==> config.mk <==
export PLATFORM = sky130hd
export DESIGN_NAME = spi_slave_regbank_flat
export DESIGN_NICKNAME = d
export VERILOG_FILES = /design/src/rtl/spi_slave_regbank_if.sv /design/src/rtl/spi_slave_regbank.sv /design/src/flat_wrapper.sv
export SDC_FILE = /design/constraint.sdc
export NUM_CORES = 1
export LEC_CHECK = 0
export CAP_MARGIN = 20
export CORE_MARGIN = 4
export CORE_UTILIZATION = 49
export CTS_CLUSTER_SIZE = 25
export DETAILED_ROUTE_END_ITERATION = 10
export GPL_TIMING_DRIVEN = 0
export PLACE_DENSITY = 0.77
export SLEW_MARGIN = 20
export SYNTH_ARGS = -nofsm -noshare
export SYNTH_HDL_FRONTEND = slang
export SYNTH_SLANG_ARGS = --single-unit
==> constraint.sdc <==
create_clock -name clk -period 2.85 [get_ports clk]
set_input_delay 0.57 -clock clk [delete_from_list [all_inputs] [get_ports clk]]
set_output_delay 0.57 -clock clk [all_outputs]
set_load 0.01 [all_outputs]
==> src/rtl/spi_slave_regbank_if.sv <==
// SPI pin bundle for spi_slave_regbank: SCLK/CSn/MOSI from the master,
// MISO plus its output enable back; master/slave modports.
interface spi_slave_regbank_if;
  logic spi_clk;
  logic spi_csn;
  logic spi_mosi;
  logic spi_miso;
  logic spi_miso_oe;

  modport master (
    output spi_clk,
    output spi_csn,
    output spi_mosi,
    input  spi_miso,
    input  spi_miso_oe
  );

  modport slave (
    input  spi_clk,
    input  spi_csn,
    input  spi_mosi,
    output spi_miso,
    output spi_miso_oe
  );
endinterface

==> src/rtl/spi_slave_regbank.sv <==
// SPI mode-0 slave with an 8-bit register file; 16-bit frames {rw,addr[6:0],data}.
// Ports: clk, rst_n (async low), spi (slave modport: spi_clk/csn/mosi in,
// spi_miso/spi_miso_oe out), regs_flat, wr_stb/wr_addr/wr_data, frame_abort.
// SPI_SLAVE_AUTOINC_EN: burst bytes to addr+1, addr+2, ... after the first.
module spi_slave_regbank #(
  parameter int         NREGS       = 16,
  parameter int         SYNC_STAGES = 2,
  parameter logic [7:0] RST_VAL     = 8'h00
) (
  input  logic               clk,
  input  logic               rst_n,
  spi_slave_regbank_if.slave spi,
  output logic [8*NREGS-1:0] regs_flat,
  output logic               wr_stb,
  output logic [6:0]         wr_addr,
  output logic [7:0]         wr_data,
  output logic               frame_abort
);
  localparam int AW = (NREGS > 1) ? $clog2(NREGS) : 1;
  localparam logic [7:0] NREGS_L = 8'(NREGS);

  typedef enum logic [1:0] {IDLE, CMD, DATA, DONE} state_e;

  logic [SYNC_STAGES-1:0] sclk_q, csn_q, mosi_q;
  logic sclk_p_q, csn_p_q;
  logic sclk_s, csn_s, mosi_s;
  logic rise, fall, csn_fall;

  state_e      state_q, state_d;
  logic [3:0]  cnt_q, cnt_d;
  logic [6:0]  sh_q, sh_d;
  logic        rw_q, rw_d;
  logic [6:0]  addr_q, addr_d;
  logic [7:0]  so_q, so_d;
  logic        miso_q, miso_d;
  logic [7:0]  regs_q [NREGS];
  logic [7:0]  regs_d [NREGS];
  logic        wr_stb_q, wr_stb_d;
  logic [6:0]  wr_addr_q, wr_addr_d;
  logic [7:0]  wr_data_q, wr_data_d;
  logic        abort_q, abort_d;
`ifdef SPI_SLAVE_AUTOINC_EN
  logic        burst_q, burst_d;
`endif

  logic [7:0]  byte_in;
  logic [6:0]  rd_addr;
  logic [7:0]  rd_data;
  logic        oe;

  always_ff @(posedge clk or negedge rst_n) begin
    if (!rst_n) begin
      sclk_q   <= '0;
      csn_q    <= '1;
      mosi_q   <= '0;
      sclk_p_q <= 1'b0;
      csn_p_q  <= 1'b1;
    end else begin
      sclk_q   <= {sclk_q[SYNC_STAGES-2:0], spi.spi_clk};
      csn_q    <= {csn_q[SYNC_STAGES-2:0], spi.spi_csn};
      mosi_q   <= {mosi_q[SYNC_STAGES-2:0], spi.spi_mosi};
      sclk_p_q <= sclk_s;
      csn_p_q  <= csn_s;
    end
  end

  assign sclk_s   = sclk_q[SYNC_STAGES-1];
  assign csn_s    = csn_q[SYNC_STAGES-1];
  assign mosi_s   = mosi_q[SYNC_STAGES-1];
  // SCLK edges are ignored whenever the synced chip select is high.
  assign rise     = ~csn_s & sclk_s & ~sclk_p_q;
  assign fall     = ~csn_s & ~sclk_s & sclk_p_q;
  assign csn_fall = csn_p_q & ~csn_s;

  assign byte_in  = {sh_q, mosi_s};
  // In CMD the address is completing this cycle; in DATA it is the next burst address.
  assign rd_addr  = (state_q == CMD) ? byte_in[6:0] : addr_q + 7'd1;

  always_comb begin
    rd_data = 8'h00;
    if ({1'b0, rd_addr} < NREGS_L) rd_data = regs_q[rd_addr[AW-1:0]];
  end

  always_comb begin
    state_d   = state_q;
    cnt_d     = cnt_q;
    sh_d      = sh_q;
    rw_d      = rw_q;
    addr_d    = addr_q;
    so_d      = so_q;
    miso_d    = miso_q;
    regs_d    = regs_q;
    wr_stb_d  = 1'b0;
    wr_addr_d = wr_addr_q;
    wr_data_d = wr_data_q;
    abort_d   = 1'b0;
`ifdef SPI_SLAVE_AUTOINC_EN
    burst_d   = burst_q;
`endif
    unique case (state_q)
      IDLE: begin
        miso_d = 1'b0;
        if (csn_fall) begin
          cnt_d   = 4'd0;
          state_d = CMD;
`ifdef SPI_SLAVE_AUTOINC_EN
          burst_d = 1'b0;
`endif
        end
      end
      CMD: begin
        if (csn_s) begin
          state_d = IDLE;
          abort_d = 1'b1;
        end else if (rise) begin
          sh_d  = byte_in[6:0];
          cnt_d = cnt_q + 4'd1;
          if (cnt_q == 4'd7) begin
            rw_d    = byte_in[7];
            addr_d  = byte_in[6:0];
            so_d    = rd_data;
            state_d = DATA;
          end
        end
      end
      DATA: begin
        if (csn_s) begin
          state_d = IDLE;
          abort_d = 1'b1;
`ifdef SPI_SLAVE_AUTOINC_EN
          // Ending exactly after a completed burst byte is a clean stop.
          if (burst_q && cnt_q == 4'd8) abort_d = 1'b0;
`endif
        end else if (rise) begin
          sh_d  = byte_in[6:0];
          cnt_d = cnt_q + 4'd1;
          if (cnt_q == 4'd15) begin
            if (!rw_q && ({1'b0, addr_q} < NREGS_L)) begin
              regs_d[addr_q[AW-1:0]] = byte_in;
              wr_stb_d  = 1'b1;
              wr_addr_d = addr_q;
              wr_data_d = byte_in;
            end
`ifdef SPI_SLAVE_AUTOINC_EN
            cnt_d   = 4'd8;
            addr_d  = addr_q + 7'd1;
            so_d    = rd_data;
            burst_d = 1'b1;
`else
            state_d = DONE;
`endif
          end
        end else if (fall && rw_q) begin
          miso_d = so_q[7];
          so_d   = {so_q[6:0], 1'b0};
        end
      end
      DONE: begin
        if (csn_s) state_d = IDLE;
      end
      default: state_d = IDLE;
    endcase
  end

  always_ff @(posedge clk or negedge rst_n) begin
    if (!rst_n) begin
      state_q   <= IDLE;
      cnt_q     <= 4'd0;
      sh_q      <= 7'd0;
      rw_q      <= 1'b0;
      addr_q    <= 7'd0;
      so_q      <= 8'h00;
      miso_q    <= 1'b0;
      for (int i = 0; i < NREGS; i++) regs_q[i] <= RST_VAL;
      wr_stb_q  <= 1'b0;
      wr_addr_q <= 7'd0;
      wr_data_q <= 8'h00;
      abort_q   <= 1'b0;
`ifdef SPI_SLAVE_AUTOINC_EN
      burst_q   <= 1'b0;
`endif
    end else begin
      state_q   <= state_d;
      cnt_q     <= cnt_d;
      sh_q      <= sh_d;
      rw_q      <= rw_d;
      addr_q    <= addr_d;
      so_q      <= so_d;
      miso_q    <= miso_d;
      regs_q    <= regs_d;
      wr_stb_q  <= wr_stb_d;
      wr_addr_q <= wr_addr_d;
      wr_data_q <= wr_data_d;
      abort_q   <= abort_d;
`ifdef SPI_SLAVE_AUTOINC_EN
      burst_q   <= burst_d;
`endif
    end
  end

  assign oe              = ~csn_s & (state_q == DATA) & rw_q;
  assign spi.spi_miso_oe = oe;
  assign spi.spi_miso    = oe & miso_q;

  for (genvar g = 0; g < NREGS; g++) begin : g_flat
    assign regs_flat[8*g +: 8] = regs_q[g];
  end

  assign wr_stb      = wr_stb_q;
  assign wr_addr     = wr_addr_q;
  assign wr_data     = wr_data_q;
  assign frame_abort = abort_q;
endmodule
==> src/flat_wrapper.sv <==
// flat-port wrapper written by rule: the top's interface ports become plain ports
module spi_slave_regbank_flat 
#(
  parameter int         NREGS       = 16,
  parameter int         SYNC_STAGES = 2,
  parameter logic [7:0] RST_VAL     = 8'h00
)
  (clk, rst_n, regs_flat, wr_stb, wr_addr, wr_data, frame_abort, spi_spi_clk, spi_spi_csn, spi_spi_mosi, spi_spi_miso, spi_spi_miso_oe);
  spi_slave_regbank_if spi_i ();
  input  logic clk;
  input  logic rst_n;
  output logic [8*NREGS-1:0] regs_flat;
  output logic wr_stb;
  output logic [6:0] wr_addr;
  output logic [7:0] wr_data;
  output logic frame_abort;
  input wire logic [$bits(spi_i.spi_clk)-1:0] spi_spi_clk;
  input wire logic [$bits(spi_i.spi_csn)-1:0] spi_spi_csn;
  input wire logic [$bits(spi_i.spi_mosi)-1:0] spi_spi_mosi;
  output wire logic [$bits(spi_i.spi_miso)-1:0] spi_spi_miso;
  output wire logic [$bits(spi_i.spi_miso_oe)-1:0] spi_spi_miso_oe;
  assign spi_i.spi_clk = spi_spi_clk;
  assign spi_i.spi_csn = spi_spi_csn;
  assign spi_i.spi_mosi = spi_spi_mosi;
  assign spi_spi_miso = spi_i.spi_miso;
  assign spi_spi_miso_oe = spi_i.spi_miso_oe;
  spi_slave_regbank #(.NREGS(NREGS), .SYNC_STAGES(SYNC_STAGES), .RST_VAL(RST_VAL)) u_core (.clk(clk), .rst_n(rst_n), .spi(spi_i), .regs_flat(regs_flat), .wr_stb(wr_stb), .wr_addr(wr_addr), .wr_data(wr_data), .frame_abort(frame_abort));
endmodule
# Word-level counts from Yosys, hierarchy flattened
# Cells that the tools add are included.
# totals
register_bits	183
latchBits	0
ram_bits	0
rom_bits	0
inputBits	5
memories	0
# op_classes
n_addsub	2
mul	0
div_mod_pow	0
order_cmp	5
n_eq_ne	19
shifts	0
muxes	39
bitwise	13
reduce_logical	16
# op_table
op	n
$bwmux W128	1
$mux W8	10
$bmux W8 S4	1
$demux W8 S4	1
$mux W2	8
$pmux W8 S2	1
$lt A7 B5 Y1 const B	2
$mux W4	3
$reduce_and A4 Y1	3
$ge A5 B5 Y1 const B	2
$mux W1	10
$ne A2 B1 Y1 const B	5
$ne A2 B2 Y1 const B	5
$not A4 Y5	2
$ne A3 B1 Y1 const B	3
$and A1 B1 Y1	8
$pmux W2 S4	1
$pmux W4 S2	1
$add A7 B1 Y7 const B	1
$mux W7	1
$reduce_and A7 Y1	1
$reduce_and A6 Y1	1
$reduce_bool A2 Y1	3
$lt A5 B1 Y1 const B	1
14 further kinds	19

# Logic depth before layout (Yosys ltp)
# Gate-level depths: netlist of run 1.
# depth
depth_word	11
ltp_mapped	13
ltp_nobuf	8

# Least setup slack after synthesis of run 1
# OpenSTA, ideal clock, no wires.
# synth_path
path_kind	register -> register
startpoint	reg u_core.addr_q[0]
endpoint	reg u_core.so_q[1]
arrival_time_ns	2.813
required_ns	2.718
setup_slack_ns	-0.095
path_stages_with_launch	14
cell_sequence	dfrtp_1 > buf_2 > clkbuf_1 > inv_1 > clkbuf_1 > ha_1 > clkbuf_1 > nor2_1 > clkbuf_1 > a22oi_1 > o221ai_1 > a21oi_1 > a211oi_1 > o31ai_1
# synth_via
elab_chain_len	11
elab_cells_between_ends	12
classes_between	add/sub: 1; order compare: 1; mux: 9; bitwise: 1
# synth_rtl
item	line	source
start, declared	spi_slave_regbank.sv:33	logic [6:0] addr_q, addr_d;
start signal, assigned	spi_slave_regbank.sv:187	addr_q <= addr_d;
$add A7 B1 Y7 *	spi_slave_regbank.sv:77	assign rd_addr = (state_q == CMD) ? byte_in[6:0] : addr_q + 7'd1;
$mux W7 *	spi_slave_regbank.sv:77	
$not A4 Y5 (implied by the code)	spi_slave_regbank.sv:81	if ({1'b0, rd_addr} < NREGS_L) rd_data = regs_q[rd_addr[AW-1:0]];
$bmux W8 S4	spi_slave_regbank.sv:81	
$mux W8 (implied by the code) (2 in series)	spi_slave_regbank.sv:81	
$mux W8 *	spi_slave_regbank.sv:81	
$mux W8 *	spi_slave_regbank.sv:118	if (cnt_q == 4'd7) begin
$mux W8 *	spi_slave_regbank.sv:115	end else if (rise) begin
$mux W8 *	spi_slave_regbank.sv:112	if (csn_s) begin
$pmux W8 S2 *	spi_slave_regbank.sv:100	unique case (state_q)
end signal, assigned	spi_slave_regbank.sv:172	so_q <= 8'h00;
end signal, assigned	spi_slave_regbank.sv:188	so_q <= so_d;
end, declared	spi_slave_regbank.sv:34	logic [7:0] so_q, so_d;
# Mark *: on every way between the ends. The rest lies on a longest branch, timed or not. The select of a mux whose other input is x is not followed.
# A chain may end at the register's enable or synchronous reset.

# Worst setup path in the final report of run 1
# layout_path
startpoint	reg u_core.addr_q[0]
endpoint	reg u_core.so_q[4]
# Same word-level chain as after synthesis.

==> results of run 1 <==
==> path summary, 6_finish.rpt <==
path	to	cells after the start	slack (ps)	from
min reg2reg	u_core.sclk_q[1]	0	360	u_core.sclk_q[0]
min in group clk	u_core.sclk_q[1]	0	360	u_core.sclk_q[0]
min	u_core.regs_flat[115]	1	120	rst_n
max in group asynchronous	u_core.csn_q[1]	2	1830	rst_n
max reg2reg	u_core.so_q[4]	14	60	u_core.addr_q[0]
max	u_core.so_q[4]	14	60	u_core.addr_q[0]
==> repair_timing <==
item | CTS | global route
pin swaps | 8 | 7
setup endpoints to repair | 34 | 10
resized for setup | 45 | 37
hold buffers | 0 | 0
cloned | 0 | 2
buffers inserted | 3 | 3
==> metal layers <==
layer  share of wire (%)  vias to the layer above  global-route usage [%]  routed length, um
met5                   0                        -                       0                  0
met4                 3.2                        0                    11.8                952
met3                 9.2                       71                    6.04               2760
met2                  48                      450                    44.0              14300
met1                  40                     3925                    37.4              12000
li1                    -                     3301                       -                  -
==> cell families (layout without fill, tap and decap cells) <==
group / Yosys count / after routing
and+or+nand+nor: 189 / 189
DFF: 183 / 183
AOI/OAI and AO/OA: 167 / 167
muxes: 159 / 159
buffers and inverters: 91 / 280
adders and majority gates: 10 / 10
xor gates and xnor gates: 3 / 3
==> flip-flops by register name, indices dropped and copies added (netlist names) <==
register / cells
u_core.wr_addr: 7
u_core.regs_flat: 128
u_core.state_q: 2
u_core.frame_abort: 1
u_core.rw_q: 1
u_core.sh_q: 7
u_core.sclk_q: 2
u_core.so_q: 8
u_core.wr_stb: 1
u_core.cnt_q: 4
u_core.csn_q: 2
u_core.mosi_q: 2
u_core.wr_data: 8
u_core.addr_q: 7
u_core.csn_p_q: 1
u_core.miso_q: 1
u_core.sclk_p_q: 1
==> power groups by stage <==
stage,logic [uW],registers (uW),clock network (uW)
after detailed placement,2450,2780,0
final,2980,2740,2400
after global placement,2420,2780,0
after floorplan,1570,2770,0
after global routing,3120,2750,2530
after CTS,2590,2740,2400
==> cells in the mapped netlist, types with 2 or more instances <==
library cell	count
dfrtp_1	180
mux2_2	154
nand2_1	58
clkbuf_1	45
nand2b_1	34
a21oi_1	30
o21ai_0	30
inv_1	25
a22oi_1	24
nor2_1	15
a211oi_1	14
o31ai_1	14
a311oi_1	13
buf_2	13
nand3_1	13
a221oi_1	12
o211ai_1	12
nor2b_1	11
and3_1	10
ha_1	10
nand4_1	10
nand3_4	9
and2_1	6
o221ai_1	6
buf_1	4
nor3_1	4
dfstp_2	3
mux4_2	3
nand3_2	3
nand4_2	3
a22o_1	2
buf_6	2
o211a_1	2
o21a_1	2
or2_2	2
xor2_1	2
==> cell type report <==
cell class	count	area, um^2
Clock inverter	15	186
Inverter	26	98.8
Buffer	62	360
Tap cell	234	293
Fill cell	1491	6570
Sequential cell	183	4580
Timing Repair Buffer	160	1660
Clock buffer	17	425
Multi-Input combinational cell	528	4470
==> per-stage QoR <==
step / power, uW / setup TNS (ps) / std cells / hold WS (ps) / instance area (um^2)
after floorplan: 4340 / 0 / 802 / 274 / 9280
after global routing: 8400 / 0 / 1225 / 190 / 12100
after CTS: 7730 / 0 / 1221 / 167 / 11900
after global placement: 5200 / -1173200 / 1187 / 332 / 11100
final: 8120 / 0 / 1225 / 123 / 12100
after detailed placement: 5240 / -11820 / 1188 / 348 / 11100
==> results.ini, run 1 <==
[clock_network]
cts_tree=done
clk_path_buf_depth=2
clk_pin_slew_worst_paths_ps=80
cts-root-buf=clkbuf_16
cts_made_buffers=17
h-tree-depth=4
clock_sinks=183
clk_latency_ps=450

[die]
die_w_um=146
die_area_um2=21200
start_util_pct=49.8
die_h_um=146
row_count=50
io-pin-count=152
core_area_um2=18600

[sta]
setup_violations=0
slew_violations=0
worst_slew_pin_slew_ps=937
post-route-period-util_pct=97.9
grt_setup_unrepaired=false
fin_crit_ps=2790
fmax_mhz=359
max-slew-margin-rel_pct=37.0
hold_viol=0
setup_ws_ps=61.0
finClkSkew_ps=12.2

[detailed_routing]
wl_um=30100
antenna_left=0
drc=0
wl_per_cell_um=24.5
dr.pass1.iters=7
drt_first_iter_violations=892
vias=7747
via_per_inst=6.32

[synthesis]
synthSimpleGateAreaFrac_pct=12.6
synth_top_family_by_area=multiplexers
yosysSeqAreaShare_pct=49.4
synth_mux_area_share_pct=19.7
synth_cell_type_count=58
synthTopCellsByArea=dfrtp_1 (49%), mux2_2 (19%), nand2_1 (2.3%), nand2b_1 (2.3%), a22oi_1 (1.9%)
synth_fa_ha_area_share_pct=1.35
synth_compound_area_share_pct=12.6
synth_warnings=0
synth_nets=817
synth_edf_count=0
yosys.area.top_type=dfrtp_1
postSynth.asyncResetShare_pct=100
synthFlopType=dfrtp_1
avgSynthCellArea_um2=11.6
ys_ff_latch=183
syn_area_um2=9280
synth_top_area_share_pct=48.6
postSynthCellCount=802
synthXorXnorAreaFrac_pct=0.283

[power_and_ir_drop]
swShare_pct=40.0
peakVddDrop_mv=0.457
p_seq_share_pct=33.7
p_sw_uw=3250
pwr-share-clk_pct=29.6
cellInternalPower_uw=4870
comb_power_share_pct=36.7
leakage_uw=0.00522
cellPowerDensity_nw_per_um2=672

[worst_setup_path]
cpPeakStageDelay_ps=390
crit_required_ps=3160
cp_top_family=buffers and inverters
path_class=register to register
cp_max_fo=11
path_cells=buf_6 > clkbuf_8 > inv_2 > buf_8 > ha_1 > clkbuf_8 > nor2_4 > buf_12 > buf_8 > a22oi_1 > a21oi_1 > o21ai_1 > a211oi_2 > o31ai_1
critical_path_buf_inv_count=7
crit_path_end_kind=register
cp-start-kind=register
cp.arrival_ps=3100
cp_slowest_cell=dfrtp_1

[finish]
syn_to_final_growth_pct=30.2
utilization_pct=64.8
mostFrequentLayoutCells=dfrtp_1 (180), mux2_2 (154), clkdlybuf4s50_1 (150)
drive_gt1_share_pct=29.6
fin_nets=993
final_common_cell=dfrtp_1
num_antenna_cells=0

[global_routing]
grt_overflow=0
grt_max_degree=95
grt_pass1_vias=7749
grt_pass1_wl_um=45400
grt_util_all_layers_pct=27.9
grt_antenna_before_repair=0

[min_path]
hp-class=input pin to asynchronous set/reset pin

[outcome]
status=finished, final reports clean

[placed_design]
place_ws_ps=-1420
io_buffers=151
gp_congestion=0.978
dp_hpwl_um=20900

[job]
cap_viol_max_count=0

(Power assumes the default switching activity.)
==> inputs of run 2 (changes only) <==
--- a/config.mk
+++ b/config.mk
@@ -6,6 +6,7 @@
 export NUM_CORES = 1
 export LEC_CHECK = 0
 export CAP_MARGIN = 20
+export CORE_ASPECT_RATIO = 0.5
 export CORE_MARGIN = 4
 export CORE_UTILIZATION = 49
 export CTS_CLUSTER_SIZE = 25
==> run 2 against run 1 <==
Effect of this change:
- hold slack lost 14 ps
- critical path depth shrank 3
- non-clock buffer count is 3 higher
- die area increased by 0.63%
- sequential share of layout area down 0.32 points
- worst setup slack worse by 9.9 ps
- via count grew 2.2%
- sequential power about the same
- cell count increased by 2.3%
- combinational power increased by 11%
- clock skew is 0.54 ps lower
- largest cell class unchanged
==> results.ini, run 2 (synthesized netlist as in run 1, its figures left out) <==
[sta]
worst_slew_pin_slew_ps=936  ; -1.45 ps
setup_violations=0  ; unchanged
slew_violations=0  ; unchanged
max-slew-margin-rel_pct=37.1  ; +0.097 points
post-route-period-util_pct=98.2  ; +0.35 points
fmax_mhz=357  ; -0.35%
fin_crit_ps=2800  ; +9.93 ps
finClkSkew_ps=11.7  ; -0.541 ps
setup_ws_ps=51.0  ; -9.93 ps
hold_viol=0  ; unchanged
tns_ps=0  ; unchanged

[detailed_routing]
antenna_left=0  ; unchanged
vias=7915  ; +2.2%
wl_per_cell_um=25.7  ; +4.7%
via_per_inst=6.32  ; -0.11%
drc=0  ; unchanged
wl_um=32200  ; +7.1%
drt_first_iter_violations=978  ; +9.6%
dr.pass1.iters=5  ; -2

[global_routing]
grt_pass1_vias=7737  ; -0.15%
grt_max_degree=102  ; +7.4%
grt_overflow=0  ; unchanged
grt_pass1_wl_um=47900  ; +5.6%
grt_antenna_before_repair=0  ; unchanged
grt_util_all_layers_pct=29.9  ; +2.0 points

[clock_network]
clk_latency_ps=450  ; about the same
h-tree-depth=4  ; unchanged
cts-root-buf=clkbuf_16
clock_sinks=183  ; unchanged
cts_made_buffers=17  ; unchanged
clk_path_buf_depth=2  ; unchanged
cts_hold_buf=0  ; unchanged
cts_tree=done
clk_pin_slew_worst_paths_ps=70  ; about the same

[die]
core_area_um2=18500  ; -0.87%
die_area_um2=21300  ; +0.63%
io-pin-count=152  ; unchanged
die_w_um=203  ; +39%
start_util_pct=50.2  ; +0.44 points
die_h_um=105  ; -28%
row_count=35  ; -30%

[worst_setup_path]
crit_path_end_kind=register
path_cells=inv_1 > ha_2 > buf_6 > nor2b_1 > buf_2 > clkbuf_4 > a22oi_1 > o221ai_1 > a21oi_1 > a211oi_2 > o31ai_1
cpPeakStageDelay_ps=420  ; +30 ps
cp_slowest_cell=dfrtp_1
critical_path_buf_inv_count=4  ; -3
path_class=register to register
cp_max_fo=10  ; -1
cp.arrival_ps=3110  ; about the same
cp-start-kind=register
cp_top_family=buffers and inverters
crit_required_ps=3160  ; about the same
r2r_slack_ps=50  ; about the same

[finish]
fin_nets=996  ; +0.30%
stdcell_area_um2=12200  ; +0.84%
largest_reg_flops=128  ; unchanged
mostFrequentLayoutCells=dfrtp_1 (180), mux2_2 (154), clkdlybuf4s50_1 (150)
multi_input_area_um2=4550  ; +1.8%
num_antenna_cells=0  ; unchanged
final_common_cell=dfrtp_1
drive_gt1_share_pct=30.1  ; +0.51 points
fillers=1367  ; -8.3%
syn_to_final_growth_pct=31.3
seqCellArea_um2=4580  ; unchanged

[placed_design]
postPlaceCellArea_um2=11100  ; +0.28%
dp_hpwl_um=22300  ; +7.0%
io_buffers=151  ; unchanged
place_ws_ps=-1410  ; +1.47 ps
gp_congestion=0.958  ; -2.0%

[power_and_ir_drop]
leakage_uw=0.00523  ; +0.32%
peakVddDrop_mv=0.604  ; +32%
cellPowerDensity_nw_per_um2=694  ; +3.2%

[min_path]
hp-class=input pin to asynchronous set/reset pin

[outcome]
status=finished, final reports clean

[job]
cap_viol_max_count=0  ; unchanged

[run 2: cell types whose count changed in the layout (fill, tap and decap cells not counted), sizes merged]
cell	previous run	this run
clkinvlp	2	3
bufinv	0	2
clkbuf	58	63
buf	31	34
clkinv	9	6
inv	30	25
[run 2: per-layer routing]
| metal | vias to the layer above | global-route usage (%) | share of wire, % |
|---|---|---|---|
| met5 | - | 0 | 0.17 |
| met1 | 4027 | 42.5 | 42 |
| met3 | 92 | 8.88 | 11 |
| li1 | 3297 | - | - |
| met4 | 2 | 9.78 | 2.7 |
| met2 | 497 | 44.1 | 43 |
[run 2: worst reg2reg max path, stage by stage, from the launching register on]
cell	delay, ps
dfrtp_1	420
inv_1	110
ha_2	290
buf_6	220
nor2b_1	190
buf_2	240
clkbuf_4	300
a22oi_1	150
o221ai_1	200
a21oi_1	140
a211oi_2	270
o31ai_1	130
[run 2: final timing paths]
check                             startpoint               endpoint  cells after the start
min                                    rst_n  u_core.regs_flat[113]                      1
max reg2reg                u_core.state_q[1]         u_core.so_q[1]                     11
min in group clk            u_core.sclk_q[0]       u_core.sclk_q[1]                      0
min reg2reg                 u_core.sclk_q[0]       u_core.sclk_q[1]                      0
max in group asynchronous              rst_n   u_core.regs_flat[53]                      2
max                        u_core.state_q[1]         u_core.so_q[1]                     11
[run 2: power breakdown]
group / switching [uW] / internal, uW / total [uW] / leakage, uW
Combinational: 2250 / 1040 / 3300 / 0.00243
Clock: 1070 / 1340 / 2410 / 0.000277
Sequential: 64.6 / 2670 / 2740 / 0.00252
[run 2: through the flow]
step           util (%)  cells  hold slack (ps)  total power, uW
4_1_cts            64.7   1250              151             7990
3_5_place_dp       60.3   1213              336             5400
3_3_place_gp       60.1   1212              331             5320
5_1_grt            65.9   1253              178             8670
6_report           65.9   1253              109             8450
2_1_floorplan         -    802              274             4340
[run 2: what timing repair did]
item,in CTS,in global routing
gates cloned,0,1
gates resized for setup,46,47
buffers inserted,7,3
endpoints found under the setup margin,51,9
pin swaps,5,8
[run 2: area by class of cell]
type / count / share of cell area [%]
Multi-Input combinational cell: 528 / 37.4
Timing Repair Buffer: 163 / 13.6
Clock buffer: 22 / 3.81
Clock inverter: 10 / 1.01
Inverter: 26 / 0.812
Sequential cell: 183 / 37.6
Tap cell: 259 / 2.66
Buffer: 62 / 3.06
==> inputs of run 3 (changes only) <==
--- a/config.mk
+++ b/config.mk
@@ -8,7 +8,7 @@
 export CAP_MARGIN = 20
 export CORE_ASPECT_RATIO = 0.5
 export CORE_MARGIN = 4
-export CORE_UTILIZATION = 49
+export CORE_UTILIZATION = 54
 export CTS_CLUSTER_SIZE = 25
 export DETAILED_ROUTE_END_ITERATION = 10
 export GPL_TIMING_DRIVEN = 0
==> constraint.sdc (replaced) <==
create_clock -name clk -period 2.65 [get_ports clk]
set_input_delay 0.53 -clock clk [delete_from_list [all_inputs] [get_ports clk]]
set_output_delay 0.53 -clock clk [all_outputs]
set_load 0.01 [all_outputs]
==> run 3 against run 2 <==
Effect of this change:
- the run now ends with negative setup slack left
- register-to-register slack worse by 60 ps
- routed wire length is 1.6% lower
- worst setup slack worse by 55 ps
- critical path type unchanged
- critical endpoint is now u_core.so_q[4]
==> results.ini, run 3 (synthesized netlist as in run 1, its figures left out) <==
[detailed_routing]
dr.pass1.iters=5  ; unchanged
antenna_left=0  ; unchanged
via_per_inst=6.39  ; +1.2%
wl_um=31700  ; -1.6%
drt_first_iter_violations=882  ; -9.8%
drc=0  ; unchanged
wl_per_cell_um=25.9  ; +0.70%
vias=7822  ; -1.2%

[finish]
fin_nets=1000  ; +0.40%
num_antenna_cells=0  ; unchanged
seqCellArea_um2=4580  ; unchanged
multi_input_area_um2=4630  ; +1.8%
fillers=1153  ; -16%
final_common_cell=dfrtp_1
syn_to_final_growth_pct=33.0
drive_gt1_share_pct=31.4  ; +1.3 points
mostFrequentLayoutCells=dfrtp_1 (180), mux2_2 (154), clkdlybuf4s50_1 (150)
largest_reg_flops=128  ; unchanged

[outcome]
violations=negative setup slack
status=finished, violations left

[sta]
hold_viol=0  ; unchanged
fmax_mhz=377  ; +5.5%
post-route-period-util_pct=100  ; +1.9 points
slew_violations=0  ; unchanged
fin_hold_ws_ps=354  ; +245 ps
worst_slew_pin_slew_ps=855  ; -80.7 ps
tns_ps=-4.01  ; -4.01 ps
setup_violations=1  ; +1
grt_setup_unrepaired=true
fin_crit_ps=2650  ; -145 ps
finClkSkew_ps=10.9  ; -0.718 ps
max-slew-margin-rel_pct=42.5  ; +5.4 points
setup_ws_ps=-4.01  ; -55.1 ps

[power_and_ir_drop]
leakage_uw=0.00531  ; +1.5%
cellPowerDensity_nw_per_um2=747  ; +7.7%
fin_total_pwr_uw=9220  ; +9.1%
peakVddDrop_mv=0.480  ; -20%

[global_routing]
grt_pass1_wl_um=47500  ; -0.96%
grt_max_degree=74  ; -27%
grt_overflow=0  ; unchanged
grt_antenna_before_repair=1  ; +1
grt_pass1_vias=7806  ; +0.89%
grt_util_all_layers_pct=32.5  ; +2.6 points

[placed_design]
io_buffers=151  ; unchanged
dp_hpwl_um=22100  ; -0.81%
gp_congestion=0.949  ; -0.91%
place_ws_ps=-1270  ; +143 ps

[clock_network]
cts-root-buf=clkbuf_16
clk_latency_ps=440  ; about the same
clk_path_buf_depth=2  ; unchanged
clock_sinks=183  ; unchanged
cts_tree=done
h-tree-depth=4  ; unchanged
cts_made_buffers=17  ; unchanged
clk_pin_slew_worst_paths_ps=70  ; about the same

[worst_setup_path]
cp_max_fo=10  ; unchanged
crit_required_ps=2950  ; -210 ps
cp_slowest_cell=a311oi_2
cp.arrival_ps=2960  ; -150 ps
path_class=register to register
critical_path_buf_inv_count=5  ; +1
path_cells=buf_6 > clkbuf_16 > inv_4 > clkbuf_8 > ha_4 > nor2b_4 > buf_6 > a22oi_1 > a21oi_1 > a221oi_1 > a311oi_2 > o31ai_1
cp_top_family=compound AO/OA/AOI/OAI gates
cpPeakStageDelay_ps=490  ; +70 ps
cp-start-kind=register
crit_path_end_kind=register
cpMostUsedCell=buf_6

[die]
die_area_um2=19500  ; -8.7%
row_count=33  ; -5.7%
die_h_um=101  ; -4.4%
io-pin-count=152  ; unchanged
core_area_um2=16600  ; -10%
start_util_pct=55.9  ; +5.7 points
die_w_um=193  ; -4.6%

[min_path]
hp-class=register to register

[job]
cap_viol_max_count=0  ; unchanged

## run 3: final timing paths
kind / endpoint / cells after the start / startpoint / slack (ps)
max: u_core.so_q[4] / 12 / u_core.addr_q[0] / -4
min in group asynchronous: u_core.regs_flat[25] / 2 / rst_n / 580
min reg2reg: u_core.sclk_q[1] / 0 / u_core.sclk_q[0] / 350
max in group asynchronous: u_core.regs_flat[114] / 4 / rst_n / 1010
min: u_core.sclk_q[1] / 0 / u_core.sclk_q[0] / 350
max reg2reg: u_core.so_q[4] / 12 / u_core.addr_q[0] / -4
## run 3: area by class of cell
cell class | instances | area share (%)
buffer | 61 | 3.34
clock buffer | 21 | 3.73
clock inverter | 10 | 1.18
inverter | 26 | 0.822
multi-input combinational | 528 | 37.6
sequential | 183 | 37.2
tap | 227 | 2.30
timing repair buffer | 168 | 13.9
## run 3: timing repair
action,4_1_cts,5_1_grt
setup endpoints to repair,48,71
buffers inserted,12,1
resized for setup,74,50
cloned,2,0
hold buffers,1,0
hold endpoints to repair,11,0
pin swaps,8,10
## run 3: per-layer routing
metal  track usage (%)  vias up  share of wire [%]
met5              2.72        -               0.29
met4              8.97        4                2.3
met3              13.7       77                 12
met2              47.5      473                 43
met1              44.6     3949                 42
li1                  -     3319                  -
## run 3: stage by stage
stage,instances,area (um^2),utilization [%]
after detailed placement,1182,11100,67.1
after floorplan,802,9280,-
after global placement,1180,11100,66.7
after global routing,1224,12300,74.3
after CTS,1226,12100,73.1
final,1224,12300,74.3
## run 3: worst register-to-register path, stage by stage (launching register included)
cell	delay, ps
dfrtp_1	370
buf_6	110
clkbuf_16	150
inv_4	50
clkbuf_8	140
ha_4	270
nor2b_4	240
buf_6	190
a22oi_1	130
a21oi_1	160
a221oi_1	90
a311oi_2	490
o31ai_1	140
## run 3: where the power goes
group	leakage, uW	internal [uW]	total [uW]	switching, uW
Combinational	0.00250	1130	3590	2460
Clock	0.000290	1540	2680	1150
Sequential	0.00252	2880	2950	70.7
Total	0.00531	5540	9220	3680
